`src/rtl/div_pkg.sv`:
```
// Shared constants and FSM state type for the sequential restoring divider.
package div_pkg;

    localparam int unsigned DIV_DVD_W = 16;
    localparam int unsigned DIV_DVS_W = 8;

    // Iteration counter must hold values 0..w.
    function automatic int unsigned cnt_width(input int unsigned w);
        return $clog2(w + 1);
    endfunction

    localparam int unsigned DIV_CNT_W = cnt_width(DIV_DVD_W);

    typedef enum logic [1:0] {
        IDLE = 2'd0,
        RUN  = 2'd1,
        DONE = 2'd2
    } div_state_e;

endpackage

```
`src/rtl/div_step.sv`:
```
// One combinational restoring-division iteration: shift in a dividend bit,
// trial-subtract the divisor and emit the resulting quotient bit.
module div_step #(
    parameter int unsigned DVS_W = 8
) (
    input  logic [DVS_W-1:0] rem_i,
    input  logic             q_bit_i,
    input  logic [DVS_W-1:0] dvs_i,
    output logic [DVS_W-1:0] rem_o,
    output logic             q_o
);

    logic [DVS_W:0] p;
    logic [DVS_W:0] diff;

    always_comb begin
        p     = {rem_i, q_bit_i};
        diff  = p - {1'b0, dvs_i};
        rem_o = p[DVS_W-1:0];
        q_o   = 1'b0;
        if (p >= {1'b0, dvs_i}) begin
            rem_o = diff[DVS_W-1:0];
            q_o   = 1'b1;
        end
    end

endmodule

```
`src/rtl/seq_div_16by8.sv`:
```
// Multi-cycle unsigned restoring divider, one quotient bit per clock.
// Optional SEQ_DIV_EARLY_ZERO_EN: zero divisor completes directly from accept.
module seq_div_16by8
    import div_pkg::*;
#(
    parameter int unsigned DVD_W = DIV_DVD_W,
    parameter int unsigned DVS_W = DIV_DVS_W
) (
    input  logic             clk,
    input  logic             rst,
    input  logic             start,
    input  logic [DVD_W-1:0] dividend,
    input  logic [DVS_W-1:0] divisor,
    output logic             busy,
    output logic             done,
    output logic [DVD_W-1:0] quotient,
    output logic [DVS_W-1:0] remainder,
    output logic             div_zero
);

    localparam int unsigned CNT_W = cnt_width(DVD_W);

    div_state_e       state_q, state_d;
    logic [DVS_W-1:0] dvs_q, dvs_d;
    logic [DVD_W-1:0] qreg_q, qreg_d;
    logic [DVS_W-1:0] rem_q, rem_d;
    logic [CNT_W-1:0] cnt_q, cnt_d;
    logic             busy_q, busy_d;
    logic             done_q, done_d;
    logic [DVD_W-1:0] quot_q, quot_d;
    logic [DVS_W-1:0] remo_q, remo_d;
    logic             dz_q, dz_d;

    logic [DVS_W-1:0] step_rem;
    logic             step_q;

    div_step #(.DVS_W(DVS_W)) u_step (
        .rem_i   (rem_q),
        .q_bit_i (qreg_q[DVD_W-1]),
        .dvs_i   (dvs_q),
        .rem_o   (step_rem),
        .q_o     (step_q)
    );

    always_ff @(posedge clk or posedge rst) begin
        if (rst) begin
            state_q <= IDLE;
            dvs_q   <= '0;
            qreg_q  <= '0;
            rem_q   <= '0;
            cnt_q   <= '0;
            busy_q  <= 1'b0;
            done_q  <= 1'b0;
            quot_q  <= '0;
            remo_q  <= '0;
            dz_q    <= 1'b0;
        end else begin
            state_q <= state_d;
            dvs_q   <= dvs_d;
            qreg_q  <= qreg_d;
            rem_q   <= rem_d;
            cnt_q   <= cnt_d;
            busy_q  <= busy_d;
            done_q  <= done_d;
            quot_q  <= quot_d;
            remo_q  <= remo_d;
            dz_q    <= dz_d;
        end
    end

    always_comb begin
        state_d = state_q;
        dvs_d   = dvs_q;
        qreg_d  = qreg_q;
        rem_d   = rem_q;
        cnt_d   = cnt_q;
        busy_d  = 1'b0;
        done_d  = 1'b0;
        quot_d  = quot_q;
        remo_d  = remo_q;
        dz_d    = dz_q;

        case (state_q)
            RUN: begin
                qreg_d = {qreg_q[DVD_W-2:0], step_q};
                rem_d  = step_rem;
                cnt_d  = cnt_q + CNT_W'(1);
                // Last iteration: publish the freshly computed step directly.
                if (cnt_q == CNT_W'(DVD_W - 1)) begin
                    state_d = DONE;
                    done_d  = 1'b1;
                    quot_d  = {qreg_q[DVD_W-2:0], step_q};
                    remo_d  = step_rem;
                    dz_d    = (dvs_q == '0);
                end else begin
                    busy_d  = 1'b1;
                end
            end
            default: begin
                if (start) begin
                    dvs_d   = divisor;
                    qreg_d  = dividend;
                    rem_d   = '0;
                    cnt_d   = '0;
                    state_d = RUN;
                    busy_d  = 1'b1;
`ifdef SEQ_DIV_EARLY_ZERO_EN
                    if (divisor == '0) begin
                        state_d = DONE;
                        busy_d  = 1'b0;
                        done_d  = 1'b1;
                        quot_d  = '1;
                        remo_d  = dividend[DVS_W-1:0];
                        dz_d    = 1'b1;
                    end
`endif
                end else begin
                    state_d = IDLE;
                end
            end
        endcase
    end

    assign busy      = busy_q;
    assign done      = done_q;
    assign quotient  = quot_q;
    assign remainder = remo_q;
    assign div_zero  = dz_q;

endmodule

```
`config.mk`:
```
export PLATFORM = sky130hd
export DESIGN_NAME = seq_div_16by8
export DESIGN_NICKNAME = d
export VERILOG_FILES = /design/src/rtl/div_pkg.sv /design/src/rtl/div_step.sv /design/src/rtl/seq_div_16by8.sv
export SDC_FILE = /design/constraint.sdc
export NUM_CORES = 1
export LEC_CHECK = 0
export BUFFER_PORTS_ARGS = -buffer_cell sky130_fd_sc_hd__buf_4
export CAP_MARGIN = 25
export CORE_ASPECT_RATIO = 0.75
export CORE_UTILIZATION = 30
export DETAILED_ROUTE_END_ITERATION = 12
export PLACE_DENSITY = 0.51
export SYNTH_ARGS = -nofsm -noshare
export SYNTH_HDL_FRONTEND = slang
export SYNTH_SLANG_ARGS = --single-unit
export TNS_END_PERCENT = 30
```
`constraint.sdc`:
```
create_clock -name clk -period 2.8 [get_ports clk]
set_clock_uncertainty 0.1 [all_clocks]
set_input_delay 0.84 -clock clk [delete_from_list [all_inputs] [get_ports clk]]
set_output_delay 0.84 -clock clk [all_outputs]
set_load 0.005 [all_outputs]
```
### Word level (Yosys, flattened, before mapping)

Cells that the tools add are included.

| storage, ports and cells | value |
|---|---|
| register bits | 66 |
| input bits | 27 |
| word-level logic and storage cells | 37 |

| cells by class | value |
|---|---|
| $add $sub $neg | 2 |
| $lt $le $gt $ge | 1 |
| equal/unequal tests | 3 |
| muxes and demuxes | 16 |
| bitwise gates (word level) | 1 |
| reductions and logical operators | 4 |

Operators by type and width:

| kind | count |
|---|---|
| 2-to-1 mux 16 bit | 2 |
| 2-to-1 mux 8 bit | 3 |
| 2-to-1 mux 5 bit | 2 |
| greater-or-equal comparator 9 x 8 -> 1 bit | 1 |
| logical NOT 8 bit | 1 |
| subtractor 8 bit | 1 |
| 2-to-1 mux 1 bit | 7 |
| adder 5 x 1 -> 5 bit, second input constant | 1 |
| equality test 5 x 4 -> 1 bit, second input constant | 1 |
| 2-to-1 mux 2 bit | 2 |
| AND reduction 2 bit | 2 |
| equality test 2 x 1 -> 1 bit, second input constant | 1 |
| != test 2 bit, second input constant | 1 |
| nonzero test 2 bit | 1 |
| inverter 1 bit | 1 |

### Longest topological paths before layout

Gate-level depths: netlist (run 1).

| logic depth | value |
|---|---|
| depth in word-level cells | 3 |
| mapped depth | 8 |
| mapped depth without buffers | 8 |

### Hierarchy

Synthesis (run 1) repeated with hierarchy kept, for this count alone.

| unflattened totals | value |
|---|---|
| cells, all modules | 281 |
| area, all modules | 3248.1 um^2 |

By module, submodules not included:

| module | instances | cells each | area an instance (um^2) | seq. area each (um^2) |
|---|---|---|---|---|
| seq_div_16by8 | 1 | 213 | 2707.6 | 1651.6 |
| div_step | 1 | 68 | 540.5 | 0.0 |

### Worst setup path before layout (run 1)

Ideal clock, no wire load.

| timing | value |
|---|---|
| path type | register -> register |
| from | register dvs_q[6] |
| to | register remo_q[5], in the netlist remainder[5] |
| setup time | 0.127 ns |
| data arrival time | 1.728 ns |
| data required time | 2.573 ns |
| setup slack | 0.845 ns |
| cell stages (with the launch flop) | 9 |
| path buffers | 1 |
| clock period less this slack | 1.955 ns |
| cell sequence | dfrtp_1 > inv_1 > ha_1 > a21o_1 > and2_4 > or3_1 > buf_6 > o211ai_2 > o21ai_1 |

| on the way | value |
|---|---|
| word-level cells in the longest chain between the ends | 2 |

RTL lines:

| element | line | RTL |
|---|---|---|
| from (decl) | seq_div_16by8.sv:24 | `logic [DVS_W-1:0] dvs_q, dvs_d;` |
| from (signal assigned) | seq_div_16by8.sv:59 | `dvs_q <= dvs_d;` |
| greater-or-equal comparator 9 x 8 -> 1 bit | div_step.sv:21 | `if (p >= {1'b0, dvs_i}) begin` |
| 2-to-1 mux 8 bit | div_step.sv:21 |  |
| to (signal assigned) | seq_div_16by8.sv:66 | `remo_q <= remo_d;` |
| to (decl) | seq_div_16by8.sv:31 | `logic [DVS_W-1:0] remo_q, remo_d;` |

No other way between the ends.
A chain may end at the register's enable or synchronous reset.

### Final worst setup path (run 1)

| timing | value |
|---|---|
| from | register dvs_q[4] |
| to | register rem_q[4] |

| on the way | value |
|---|---|
| word-level cells in the longest chain between the ends | 3 |

RTL lines:

| element | line | RTL |
|---|---|---|
| subtractor 8 bit or greater-or-equal comparator 9 x 8 -> 1 bit (tied branches) | div_step.sv:18, div_step.sv:21 |  |
| 2-to-1 mux 8 bit (*) | div_step.sv:21 |  |
| 2-to-1 mux 8 bit (*) | seq_div_16by8.sv:83 | `case (state_q)` |
| to (signal assigned) | seq_div_16by8.sv:61 | `rem_q <= rem_d;` |
| to (decl) | seq_div_16by8.sv:26 | `logic [DVS_W-1:0] rem_q, rem_d;` |

Every way passes the cells marked *; elsewhere a longest branch is shown, timed or not.

==> results by stage, run 1 <==
Synth:
- Synthesis instantiated 52 different standard cells from the library.
- The fraction of registers with async set/reset is 100%.
- After synthesis, the mean cell area works out to 9.86 sq um.
- For this run, the number of Yosys warnings is 0.
- For this run, the register share of the synthesized area comes to 50.0%.
- The number of standard cells after synthesis is 335.
- The post-synthesis simple-gate area fraction is 17.6%.
- By area the synthesized netlist is led by sky130_fd_sc_hd__dfrtp_1 (50%), sky130_fd_sc_hd__nand2_1 (8.9%), sky130_fd_sc_hd__mux2i_1 (4.8%).
- The synthesized design contains 66 register bits.
- After Yosys synthesis, XOR and XNOR cells account for 0.795% of the synthesized area.
- The combinational family with the most area after synthesis is simple AND/OR/NAND/NOR gates.
- Counting flops with a built-in enable in the synthesized netlist gives 0.
- The synthesized netlist devotes 15.1% of its cell area to compound gates.
- Of the total synthesized cell area, the portion taken by full adders, half adders and majority gates is 4.39%.
- The area share of the largest cell type after synthesis is 50.0%.
- The most common flop cell mapped by yosys is sky130_fd_sc_hd__dfrtp_1.
- The netlist area before placement is 0.00330 sq mm.
- The portion of synthesized area spent on multiplexers is 7.57%.
- The biggest area consumer among synthesized cells is sky130_fd_sc_hd__dfrtp_1.
- When the netlist entered floorplanning its net count stood at 373.

Setup path:
- STA classifies the critical path endpoint as a flip-flop.
- The worst setup path is launched from a flip-flop.
- The worst setup path is of the reg -> reg kind.
- Data arrives at the worst endpoint at 2.57 ns.
- Along the worst path, the maximum fanout reaches 15.
- The data required time at the worst endpoint is 2.93 ns.

Global routing:
- Entering global routing, the biggest net connects 67 pins.
- The number of antenna violations at the first check in global routing came to 0.
- After global routing the overflow that remains totals 0.
- The number of global-route vias before repair came to 2562.
- The wire length of the first global-routing pass is 13400 microns.
- Global routing used 15.5% of the available tracks.

STA:
- The headroom to the max-slew limit is 49.5%.
- The highest achievable clock rate is 409 MHz.
- Adding up every negative setup slack in the final design gives 0 ns.
- The count of final hold-check violations is 0.
- The final number of max-transition violations is 0.
- Setup repair after global routing left no endpoint under its margin.
- In the post-route analysis, the smallest setup slack over all paths is 0.358 ns.
- Setup violations remaining at the end of the flow were counted as 0.
- At the pin with the least slew margin, the transition time is 0.758 ns.
- Counting I/O delays and the setup requirement, the final critical path takes 2.44 ns.
- The final critical-path share of the clock period is 87.2%.

Placed design:
- The number of input and output port buffers inserted is 53.
- The congestion estimate from routability-driven global placement came to 0.890.
- The area of placed instances is 0.00386 sq mm.
- The post-placement worst setup slack is 0.408 ns.
- After legalization and detailed placement, the total HPWL measured 5390 microns.

Die:
- The floorplan core area is 0.0105 sq mm.
- The number of rows in the core area is 32.
- The initial core utilization is 31.5%.
- The I/O pin count is 54.
- The floorplan die height is 92.9 microns.
- The die span in x is 123 microns.
- The floorplan step defined a die boundary enclosing 0.0114 sq mm.

Layout:
- With fillers left out, the area of the finished cells amounts to 0.00412 sq mm.
- The signed area change from the synthesized netlist to the final layout is 24.8%.
- The number of nets in the final layout is 428.
- The library cell used most frequently in the layout, excluding fill and tap cells, is sky130_fd_sc_hd__nand2_1.
- The core utilization of the finished layout is 39.3%.
- The ratio of cells with drive above 1 in the final layout is 25.3%.
- Registers take 0.00165 sq mm.
- 0 antenna diodes ended up in the layout.
- Leaving out fill and tap cells, the most frequent cells in the layout are sky130_fd_sc_hd__nand2_1 (78), sky130_fd_sc_hd__dfrtp_1 (66), sky130_fd_sc_hd__buf_4 (60).
- The area of the multi-input gates is 0.00151 sq mm.
- Counting the fill cells in the layout gives 1080.

Detailed routing:
- The mean number of vias per cell is 4.85.
- The first routing iteration left 142 violations.
- Dividing the detail-routed wire length by the instance count gives 14.9 microns.
- The total number of vias is 2577.
- After detailed routing, the number of remaining DRC violations is 0.
- Once detail routing completed, the nets flagged for antenna violations numbered 0.
- The number of search-and-repair iterations in the first detailed-routing pass is 4.
- Summed over all layers, the routed wires come to 7890 microns.

Clock tree:
- After clock tree synthesis, the setup repair step added 0 buffers.
- The CTS tree is done.
- The root buffer cell chosen for the clock tree is sky130_fd_sc_hd__clkbuf_16.
- The clock drives 66 sinks.
- The clock-pin slew of the registers on the worst-case setup and hold paths is 0.06 ns.
- After clock tree synthesis, the flow added hold-fix buffers numbering 0.
- The maximum number of buffers from clock root to sink is 2.
- Gates resized during post-CTS repair numbered 0.
- The insertion delay to the later sink of the worst-skew pair is 0.33 ns.
- In this run the number of H-tree levels came out at 3.
- Clock tree synthesis inserted a total of 9 buffers.

Pwr:
- The completed layout was analyzed and its total power is 5.37 mW.
- The maximum vdd ir drop is 0.524 mV.
- The standby leakage power is 2.01 nW.
- The areal power density over the cells is 1300 mW/mm^2.

Job:
- Max-cap violations in this run came to 0.

Outcome:
- The run finished with clean final reports.

Hold path:
- The worst hold path belongs to the class reg -> reg.
## logic make-up after synthesis
| kind of cell | after synthesis |
|---|---|
| simple gates | 124 |
| compound gates | 74 |
| flops | 66 |
| buf+inv | 33 |
| mux | 24 |
| fa+ha+maj | 11 |
| xor+xnor | 3 |
## metrics by stage
stage	hold WS, ns	instances
2_1_floorplan	0.343	335
3_3_place_gp	0.364	515
3_5_place_dp	0.364	515
4_1_cts	0.379	531
5_1_grt	0.416	531
6_report	0.377	531
## metal layers
layer	vias up	routed length, microns	global-route usage (%)
li1	1282	-	-
met1	1227	4160	23.7
met2	62	3200	20.4
met3	6	425	4.50
met4	0	107	5.12
met5	-	0	0
## synth_stat cells, types with 2 or more instances
master	number
sky130_fd_sc_hd__nor2b_1	2
sky130_fd_sc_hd__dfrtp_1	66
sky130_fd_sc_hd__and3_1	2
sky130_fd_sc_hd__a31oi_1	7
sky130_fd_sc_hd__nor2_1	11
sky130_fd_sc_hd__clkbuf_1	7
sky130_fd_sc_hd__o311ai_1	2
sky130_fd_sc_hd__mux2i_1	16
sky130_fd_sc_hd__a41oi_1	2
sky130_fd_sc_hd__nand4_1	4
sky130_fd_sc_hd__nor3_2	4
sky130_fd_sc_hd__nand3_1	8
sky130_fd_sc_hd__mux2_2	8
sky130_fd_sc_hd__and2_1	2
sky130_fd_sc_hd__or3_1	2
sky130_fd_sc_hd__inv_1	14
sky130_fd_sc_hd__buf_2	6
sky130_fd_sc_hd__o21ai_1	3
sky130_fd_sc_hd__nand2b_1	3
sky130_fd_sc_hd__a21o_1	3
sky130_fd_sc_hd__xor2_1	2
sky130_fd_sc_hd__buf_6	2
sky130_fd_sc_hd__nor4_1	2
sky130_fd_sc_hd__o21ai_0	24
sky130_fd_sc_hd__o31ai_1	6
sky130_fd_sc_hd__ha_1	10
sky130_fd_sc_hd__a211oi_1	3
sky130_fd_sc_hd__nand2_1	78
sky130_fd_sc_hd__a21oi_1	13
## worst paths after layout
path                              from            to  slack [ns]  cells after the start
max in group asynchronous          rst  remainder[1]        1.82                      3
setup / recovery              dvs_q[4]      rem_q[4]        0.36                      7
setup reg to reg              dvs_q[4]      rem_q[4]        0.36                      7
hold reg to reg            quotient[4]   quotient[4]        0.38                      2
hold / removal             quotient[4]   quotient[4]        0.38                      2
min in group asynchronous          rst   quotient[3]        0.49                      3
## worst max-delay path: stages, from the launching register on
cell                       delay [ns]
sky130_fd_sc_hd__dfrtp_1         0.37
sky130_fd_sc_hd__inv_1           0.06
sky130_fd_sc_hd__ha_1            0.37
sky130_fd_sc_hd__a21oi_1         0.26
sky130_fd_sc_hd__nand2_1         0.13
sky130_fd_sc_hd__o221ai_2        0.61
sky130_fd_sc_hd__a21oi_1         0.19
sky130_fd_sc_hd__o31ai_1         0.25
## state kept, by name, indices dropped and copies added (netlist names)
register / count
div_zero: 1
quotient: 16
busy: 1
cnt_q: 5
qreg_q: 16
remainder: 8
done: 1
state_q: 2
dvs_q: 8
rem_q: 8
## report_power, final
| part | switching, mW | leakage (nW) | internal, mW |
|---|---|---|---|
| sequential | 0.351 | 0.799 | 1.42 |
| combinational | 1.41 | 1.08 | 1.16 |
| clock | 0.406 | 0.133 | 0.619 |
## cell type report
class | instances | area share, %
inverters | 16 | 1.46
multi-input cells | 236 | 36.5
well taps | 136 | 4.13
clock inverters | 3 | 0.364
repair buffers | 61 | 11.4
clock buffers | 13 | 6.07
flip-flops and latches | 66 | 40.1
Power figures use the tool's default switching activity.
==> run 2, diff against run 1 <==
- REMOVE_ABC_BUFFERS: unset -> 1
==> run 2 against run 1 <==
Net effect:
- cell area up 1.7%
- maximum frequency up 2.1%
- critical path depth unchanged
- core utilization up 0.68 points
==> results by stage, run 2 (synthesis gave the netlist of run 1 again) <==
Setup path:
- The type of destination of the critical path was a flip-flop (unchanged).
- The end of the worst register-to-register path is remainder[4] (was rem_q[4]).
- The setup slack of the most critical reg-to-reg path is 0.41 ns (was 0.36 ns).
- The data required time at the worst endpoint was 2.94 ns (was 2.93 ns).
- The capturing instance or port of the critical path was remainder[4] (was rem_q[4]).
- The arrival time of data at the critical path endpoint is 2.53 ns (was 2.57 ns).
- The launching instance or port of the critical path is dvs_q[4] (unchanged).
- The length in cells of the worst reg-to-reg path is 7 (unchanged).
- The type of element launching the critical path is a flip-flop (unchanged).
- The origin of the critical flop-to-flop path was dvs_q[4] (unchanged).
- The path type of the worst setup path is reg -> reg (unchanged).
- The maximum fanout along the worst path is 15 (unchanged).

Pwr:
- The part of the power in the clock network came to 22.0% (was 19.1%).
- The areal power density over the cells came to 1330 mW/mm^2 (was 1300 mW/mm^2).
- The sequential group share of total power was 32.0% (was 33.0%).
- The combinational group share of total power is 46.0% (was 47.9%).
- The switching component of the power is 2.20 mW (was 2.17 mW).
- The internal portion of total power is 3.37 mW (was 3.20 mW).
- The maximum vdd ir drop is 0.439 mV (was 0.524 mV).
- The standby leakage power came to 2.04 nW (was 2.01 nW).
- The proportion of total power due to net switching came to 39.4% (was 40.4%).

Placed design:
- The final weighted congestion in routability-driven placement is 0.819 (was 0.890).
- The placed wire-length estimate is 5770 microns (was 5390 microns).
- The number of input and output port buffers inserted is 53 (unchanged).
- The post-placement worst setup slack is 0.436 ns (was 0.408 ns).

Global routing:
- The number of global-route vias before repair is 2582 (was 2562).
- The remaining global-route overflow is 0 (unchanged).
- The largest net degree at the start of global routing came to 44 (was 67).
- The met1 track demand over resource came to 22.6% (was 23.7%).
- The total routing usage reported by global routing came to 15.6% (was 15.5%).
- The met3 demand-to-capacity share in global routing is 3.69% (was 4.50%).
- The routing layer with the top usage in global route is met1 (unchanged).
- The number of antenna violations at the first check in global routing is 0 (unchanged).
- The met2 usage in global routing is 22.2% (was 20.4%).
- The wire length of the first global-routing pass is 13400 microns (unchanged).

Die:
- The total die area was 0.0114 sq mm (unchanged).
- The floorplan die height is 92.9 microns (unchanged).
- The number of rows in the core area is 32 (unchanged).
- The initial core utilization is 31.5% (unchanged).
- The I/O pin count is 54 (unchanged).
- The floorplan core area is 0.0105 sq mm (unchanged).
- The die span in x is 123 microns (unchanged).

Detailed routing:
- The total number of vias came to 2610 (was 2577).
- The number of antenna-violating nets in the routed design is 0 (unchanged).
- The mean number of vias per cell is 4.91 (was 4.85).
- The final routed wire length divided by cell count was 15.2 microns (was 14.9 microns).
- The violation count after the first detailed-route iteration is 108 (was 142).
- The routed wire length was 8060 microns (was 7890 microns).
- The number of search-and-repair iterations in the first detailed-routing pass is 4 (unchanged).
- The DRC violations left is 0 (unchanged).

STA:
- The final critical-path share of the clock period is 85.4% (was 87.2%).
- The shortest period the worst path allows is 2.39 ns (was 2.44 ns).
- The total negative slack for setup checks is 0 ns (unchanged).
- Setup repair after global routing missed its margin: false (unchanged).
- The final setup violation count was 0 (unchanged).
- The worst hold slack came to 0.374 ns (was 0.377 ns).
- The slew at the pin closest to its max-slew limit is 0.771 ns (was 0.758 ns).
- The count of final hold-check violations is 0 (unchanged).
- The highest achievable clock rate is 418 MHz (was 409 MHz).
- The final number of max-transition violations is 0 (unchanged).
- The smallest setup slack after layout came to 0.408 ns (was 0.358 ns).
- The headroom to the max-slew limit came to 48.6% (was 49.5%).

Clock tree:
- The insertion delay to the later sink of the worst-skew pair is 0.33 ns (about the same).
- The clock root buffer master is sky130_fd_sc_hd__clkbuf_16 (unchanged).
- The number of buffers inserted to repair setup after CTS is 0 (unchanged).
- The sink count of the clock tree is 66 (unchanged).
- The CTS tree is done (unchanged).
- The clock-pin slew of the registers on the worst-case setup and hold paths is 0.06 ns (about the same).
- The H-tree depth reported by CTS is 3 (unchanged).
- The number of buffers inserted for hold repair after clock tree synthesis is 0 (unchanged).
- The number of CTS-inserted buffers is 9 (unchanged).
- The number of gates resized after CTS was 0 (unchanged).
- The maximum number of buffers from clock root to sink is 2 (unchanged).

Layout:
- Leading cell types in the layout, fill and taps excluded: sky130_fd_sc_hd__nand2_1 (78), sky130_fd_sc_hd__dfrtp_1 (66), sky130_fd_sc_hd__buf_4 (61) (was sky130_fd_sc_hd__nand2_1 (78), sky130_fd_sc_hd__dfrtp_1 (66), sky130_fd_sc_hd__buf_4 (60)).
- The number of diodes added for antenna fixing is 0 (unchanged).
- The core utilization of the finished layout is 40.0% (was 39.3%).
- The ratio of cells with drive above 1 in the final layout is 26.3% (was 25.3%).
- The signed area change from the synthesized netlist to the final layout is 26.9% (was 24.8%).
- The most frequent standard cell in the layout excluding fill and tap cells is sky130_fd_sc_hd__nand2_1 (unchanged).
- The area of the multi-input gates is 0.00151 sq mm (unchanged).
- The number of nets in the final layout is 429 (was 428).
- The filler cell count is 1052 (was 1080).
- The register area is 0.00165 sq mm (unchanged).

Outcome:
- Run status: completed (unchanged).

Job:
- The max-capacitance violation count is 0 (unchanged).

Hold path:
- The worst hold path class was reg -> reg (unchanged).
- The startpoint of the lowest-slack hold path is quotient[8] (was quotient[4]).
run 2: cell type report:
cell class / instances / area share (%)
well taps: 136 / 4.06
repair buffers: 62 / 11.4
multi-input cells: 236 / 35.9
clock buffers: 10 / 5.70
clock inverters: 6 / 2.15
flip-flops and latches: 66 / 39.4
inverters: 16 / 1.43
run 2: power by group through the flow:
stage / clock, mW / combinational [mW] / sequential (mW)
4_1_cts: 1.26 / 2.58 / 1.78
3_5_place_dp: 0 / 2.57 / 1.79
2_1_floorplan: 0 / 1.78 / 1.70
5_1_grt: 1.30 / 2.88 / 1.86
6_report: 1.23 / 2.56 / 1.78
3_3_place_gp: 0 / 2.52 / 1.79
run 2: stage by stage:
step | power (mW) | cell area (sq um) | std cells
CTS | 5.62 | 4190 | 532
finish | 5.57 | 4190 | 532
global route | 6.04 | 4190 | 532
global placement | 4.31 | 3860 | 516
detailed placement | 4.36 | 3860 | 516
floorplan | 3.47 | 3210 | 318
run 2: how the worst min path moves through the flow:
stage / endpoint / slack, ns / cells past startpoint
after global routing: quotient[1] / 0.40 / 2
final: quotient[8] / 0.37 / 2
after floorplan: cnt_q[3] / 0.34 / 1
after global placement: quotient[3] / 0.36 / 2
after detailed placement: quotient[8] / 0.36 / 2
after CTS: quotient[8] / 0.38 / 2
run 2: routing by layer:
metal	routed length, microns	share of wire, %	vias to the layer above
met5	0	0	-
met4	110	1.4	0
met3	319	4.0	10
met2	3470	43	53
met1	4170	52	1263
li1	-	-	1284
run 2: critical path: stages (launching register included):
cell                       delay [ns]
sky130_fd_sc_hd__dfrtp_1         0.35
sky130_fd_sc_hd__inv_1           0.06
sky130_fd_sc_hd__ha_1            0.37
sky130_fd_sc_hd__a21oi_1         0.22
sky130_fd_sc_hd__nand2_1         0.12
sky130_fd_sc_hd__o221ai_2        0.62
sky130_fd_sc_hd__a21oi_1         0.19
sky130_fd_sc_hd__o31ai_1         0.26
